File: config.mk
export PLATFORM = sky130hd
export DESIGN_NAME = skew_add_stage
export DESIGN_NICKNAME = d
export VERILOG_FILES = /design/src/rtl/skew_add_stage.sv
export SDC_FILE = /design/constraint.sdc
export NUM_CORES = 1
export LEC_CHECK = 0
export ABC_AREA = 1
export CAP_MARGIN = 20
export CORE_MARGIN = 2
export CORE_UTILIZATION = 46
export DETAILED_ROUTE_END_ITERATION = 16
export PLACE_DENSITY_LB_ADDON = 0.25
export SYNTH_ARGS = -nofsm -noshare
export SYNTH_HDL_FRONTEND = slang
export SYNTH_SLANG_ARGS = --single-unit
export TNS_END_PERCENT = 10
File: constraint.sdc
create_clock -name Clock -period 1.2 [get_ports Clock]
set_input_delay 0.18 -clock Clock [delete_from_list [all_inputs] [get_ports Clock]]
set_output_delay 0.18 -clock Clock [all_outputs]
set_load 0.1 [all_outputs]
File: src/rtl/skew_add_stage.sv
// skew_add_stage: one systolic vector-sum stage; delays a by DELAY cycles, then registers a_dly + b.
// Optional SKEW_ADD_VALID_EN adds an in_valid/out_valid sideband that tracks the a->sum latency.
module skew_add_stage #(
    parameter int DELAY = 0,
    parameter int W_A   = 32,
    parameter int W_B   = 33,
    parameter int W_S   = 33
) (
    input  logic           Clock,
    input  logic           Reset,
`ifdef SKEW_ADD_VALID_EN
    input  logic           in_valid,
    output logic           out_valid,
`endif
    input  logic [W_A-1:0] a,
    input  logic [W_B-1:0] b,
    output logic [W_A-1:0] a_dly,
    output logic [W_S-1:0] sum
);
    localparam int W_X = ((W_A > W_B) ? W_A : W_B) + 1;

    if (DELAY < 0) begin : g_bad_delay
        $error("skew_add_stage: DELAY must be >= 0");
    end

    if (DELAY == 0) begin : g_pass
        assign a_dly = a;
    end else begin : g_chain
        logic [W_A-1:0] chain [DELAY];
        always_ff @(posedge Clock or posedge Reset) begin
            if (Reset) begin
                for (int i = 0; i < DELAY; i++) chain[i] <= '0;
            end else begin
                chain[0] <= a;
                for (int i = 1; i < DELAY; i++) chain[i] <= chain[i-1];
            end
        end
        assign a_dly = chain[DELAY-1];
    end

    // Full-precision add, then keep the low W_S bits (zero-extend or wrap).
    always_ff @(posedge Clock or posedge Reset) begin
        if (Reset) sum <= '0;
        else       sum <= W_S'(W_X'(a_dly) + W_X'(b));
    end

`ifdef SKEW_ADD_VALID_EN
    localparam int W_V = (DELAY < 0 ? 0 : DELAY) + 1;
    logic [W_V-1:0] vchain;
    always_ff @(posedge Clock or posedge Reset) begin
        if (Reset) vchain <= '0;
        else       vchain <= (vchain << 1) | W_V'(in_valid);
    end
    assign out_valid = vchain[W_V-1];
`endif
endmodule

==> results of run 1 <==
==> through the flow <==
stage	worst slack (ns)	setup TNS, ns
after CTS	-0.107	-1.17
after global placement	-0.839	-21.12
after floorplan	-0.219	-3.50
after detailed placement	-0.831	-22.53
==> cell usage after synthesis (all sizes together) <==
library cell  number  share of area [%]
nand2            256                 28
inv              125                 13
o21bai             1               0.21
xor2              13                3.3
nor2              40                4.3
buf               32                6.9
xnor2              2               0.50
nand4              2               0.36
a21oi             20                2.9
nand3             26                3.7
ha                32                 11
a21o               1               0.21
dfrtp             33                 24
or2                2               0.36
fa                 1               0.57
nor3               4               0.57
==> repair_timing <==
item                                    4_1_cts
resized for setup                           315
endpoints found under the setup margin       33
hold buffers                                  0
buffers inserted                              6
pin swaps                                    72
endpoints found under the hold margin         0
==> cell families after synthesis <==
kind of cell    Yosys count  share of synthesized area [%]
xor+xnor                 15                           3.75
compound gates           22                           3.29
fa+ha+maj                33                           12.0
buf+inv                 157                           20.3
simple gates            330                           37.1
flops                    33                           23.6
==> impl_metrics.yaml, run 1 <==
floorplanning:
  die_w_um: 91.2
  initial_core_util_pct: 47.8
  dieHeight_um: 91.2
  io-pin-count: 132
  core.rowCount: 31
placed_design:
  hpwl_um: 9580
  place_area_mm2: 0.00591
  dp_cells: 859
  port_buffers: 131
  place_congestion: 0.897
synth:
  synth_seq_cells: 33
  synth_area_per_cell_um2: 5.93
  yosys_warnings: 0
  yosysUniqueCellTypes: 17
  synth-seq-area-share_pct: 23.6
  syn_nets: 690
  syn_inst: 590
  syn-cell-area_mm2: 0.00350
cts:
  clock_sinks: 33
  cts_buffer_depth: 2
  cts_htree_levels: 2
  cts-root-buf: "clkbuf_8"
  numCtsBuffers: 5
global_routing:
  grt_start_max_net_pins: 34
status:
  status: "did not finish"
  firstError: "[ERROR DPL-0038] Utilization greater than 100%, impossible to legalize"
  failing_step: "5_1_grt"
sta:
  crit_endpoint: "sum[30]$_DFF_PP0_/D"
  endpoint_type: "sequential cell input"
==> run 2, diff against run 1 <==
--- a/config.mk
+++ b/config.mk
@@ -8,9 +8,9 @@
 export ABC_AREA = 1
 export CAP_MARGIN = 20
 export CORE_MARGIN = 2
-export CORE_UTILIZATION = 46
+export CORE_UTILIZATION = 40
 export DETAILED_ROUTE_END_ITERATION = 16
-export PLACE_DENSITY_LB_ADDON = 0.25
+export PLACE_DENSITY_LB_ADDON = 0.15
 export SYNTH_ARGS = -nofsm -noshare
 export SYNTH_HDL_FRONTEND = slang
 export SYNTH_SLANG_ARGS = --single-unit
==> run 2 against run 1 <==
  * The flow now finishes, with violations (negative setup slack)
  * Synthesized cell count unchanged
  * Synthesized area stayed put
==> impl_metrics.yaml, run 2 <==
cells_and_area:
  largest_reg_flops: 33
  fill_cells: 508
  instances_no_fill: 887
  regMostFlops: "sum"
  fin_util_pct: 82.7
  top_regs: "sum x33"
  finalNetCount: 877
  layout-drive-gt1-share_pct: 47.8
  final_common_cell: "nand2_1"
  regArea_um2: 826
  areaGrowthSynthToFinish_pct: 103
  multi_input_area_mm2: 0.00301
  final_area_mm2: 0.00710
  layout_common_cells: "nand2_1, inv_1, buf_4"
worst_setup_path:
  crit_fanout: 3
  crit_arrival_ns: 1.57
  worstSetupPathType: "in2reg"
  endpoint_kind: "register"
  start_kind: "input pin"
  critPathRequiredTime_ns: 1.38
power:
  leakagePower_nw: 3.76
  clock_power_share_pct: 11.0
  power_switching_mw: 4.22
  p_comb_share_pct: 70.2
  switching_share_pct: 52.1
  intPower_mw: 3.89
  powerDensity_mw_per_mm2: 1140
  p_seq_share_pct: 18.8
  peakVddDrop_mv: 0.842
global_routing:
  grt_pass1_vias: 4436
  grt.overflow.total: 0
  grt_antenna_before_repair: 1
  grt_start_max_net_pins: 34
  track_usage_pct: 27.3
  grt_pass1_wl_um: 21100
detailed_routing:
  wl_per_cell_um: 15.7
  drcViolationCount: 0
  routed_wirelength_um: 13900
  drt-pass1-iter-count: 6
  drt_iter0_drc: 156
  vias_per_cell: 4.86
  ant_nets: 0
  dr_total_vias: 4313
sta:
  slew_violations: 0
  rsz0062_at_grt: "yes"
  fmax_ghz: 0.718
  relSlewSlack_pct: 84.3
  setup_viol_count_final: 28
  layout_min_cycle_time_ns: 1.39
  setup_ws_ns: -0.193
  worst_slew_pin_slew_ns: 0.235
  hold-worst-slack_ns: 0.0993
  finalHoldViolCount: 0
  fin_crit_sh_pct: 116
floorplanning:
  core.rowCount: 34
  die_area_mm2: 0.00952
  dieHeight_um: 97.6
  initial_core_util_pct: 40.7
  io-pin-count: 132
  coreArea_mm2: 0.00859
  die_w_um: 97.6
cts:
  tritoncts: "yes"
  postCtsHoldBufs: 0
  cts-root-buf: "clkbuf_8"
  path_clk_slew_ns: 0.08
  numCtsBuffers: 5
  cts_htree_levels: 2
  cts_buffer_depth: 2
  clock_sinks: 33
placed_design:
  pre_cts_ws_ns: -0.883
  hpwl_um: 9300
  place_congestion: 0.949
  dp_cells: 869
  place_area_mm2: 0.00593
  port_buffers: 131
synth:
  synth_area_per_cell_um2: 5.93
  yosys_warnings: 0
  synthArstFlopShare_pct: 100
  yosysTopAreaCellShare_pct: 26.9
  synthTopCellsByArea: "nand2_1, dfrtp_1, inv_1"
  synth_ff_type: "dfrtp_1"
  synth.cells.most_frequent: "nand2_1, inv_1, nor2_1, dfrtp_1"
  yosysUniqueCellTypes: 17
  synth_most_common_cell: "nand2_1"
  yosys.area.top_type: "nand2_1"
  syn-cell-area_mm2: 0.00350
  synth-edff-count: 0
  syn_inst: 590
  synth-seq-area-share_pct: 23.6
  synth_seq_cells: 33
  syn_nets: 690
flow_run:
  cap_viol_max_count: 0
status:
  status: "finished, violations left"
  violations: "negative setup slack"
hold_path:
  min-delay-path-class: "in2reg"
## run 2: path summary, 6_finish.rpt
check | depth (start not counted) | endpoint | startpoint
min in group asynchronous | 3 | sum[22] | Reset
max | 10 | sum[6] | a[0]
min | 2 | sum[0] | b[0]
max in group asynchronous | 3 | sum[23] | Reset
## run 2: critical path, stage by stage
cell and delay, ns:
buf_8 0.10, ha_4 0.16, fa_2 0.38, nand2_2 0.09, nand2_4 0.08, nand3_4 0.12, nand2_4 0.08, buf_6 0.12
buf_4 0.13, xor2_1 0.15
## run 2: logic make-up after synthesis
| group | Yosys count | synth area share (%) |
|---|---|---|
| adders and majority gates | 33 | 12.0 |
| and+or+nand+nor | 330 | 37.1 |
| buffers and inverters | 157 | 20.3 |
| xor gates and xnor gates | 15 | 3.75 |
| AOI/OAI and AO/OA | 22 | 3.29 |
| DFF | 33 | 23.6 |
## run 2: layout make-up
type                            count  share of cell area (%)
Antenna cell                        1                  0.0352
Timing Repair Buffer              212                    36.2
Inverter                          125                    6.68
Tap cell                          108                    1.90
Clock buffer                        5                   0.969
Clock inverter                      3                   0.247
Multi-Input combinational cell    400                    42.4
Sequential cell                    33                    11.6
## run 2: repair_timing
action / CTS / global route
resized for setup: 334 / 41
pin swaps: 80 / 32
setup endpoints to repair: 31 / 28
setup buffers: 6 / 4
## run 2: power groups by stage
stage | Clock (mW) | Combinational [mW] | Sequential, mW
2_1_floorplan | 0 | 1.44 | 2.99
3_3_place_gp | 0 | 4.90 | 1.54
3_5_place_dp | 0 | 4.94 | 1.54
4_1_cts | 0.881 | 5.45 | 1.52
5_1_grt | 0.935 | 5.92 | 1.54
6_report | 0.892 | 5.69 | 1.52
## run 2: through the flow
stage	TNS [ns]	power (mW)
floorplan	-3.50	4.43
global placement	-21.88	6.44
detailed placement	-22.51	6.48
CTS	-0.915	7.85
global route	-4.83	8.40
finish	-3.20	8.11
## run 2: per-layer routing
layer | share of wire (%) | global-route usage [%] | wire (um) | up-vias
met1 | 39 | 33.3 | 5460 | 1986
met2 | 51 | 48.6 | 7060 | 187
met4 | 4.0 | 9.19 | 557 | 0
met3 | 6.0 | 4.46 | 828 | 46
li1 | - | - | - | 2094
met5 | 0 | 0 | 0 | -
No activity file was read; power rests on OpenSTA's default activity.
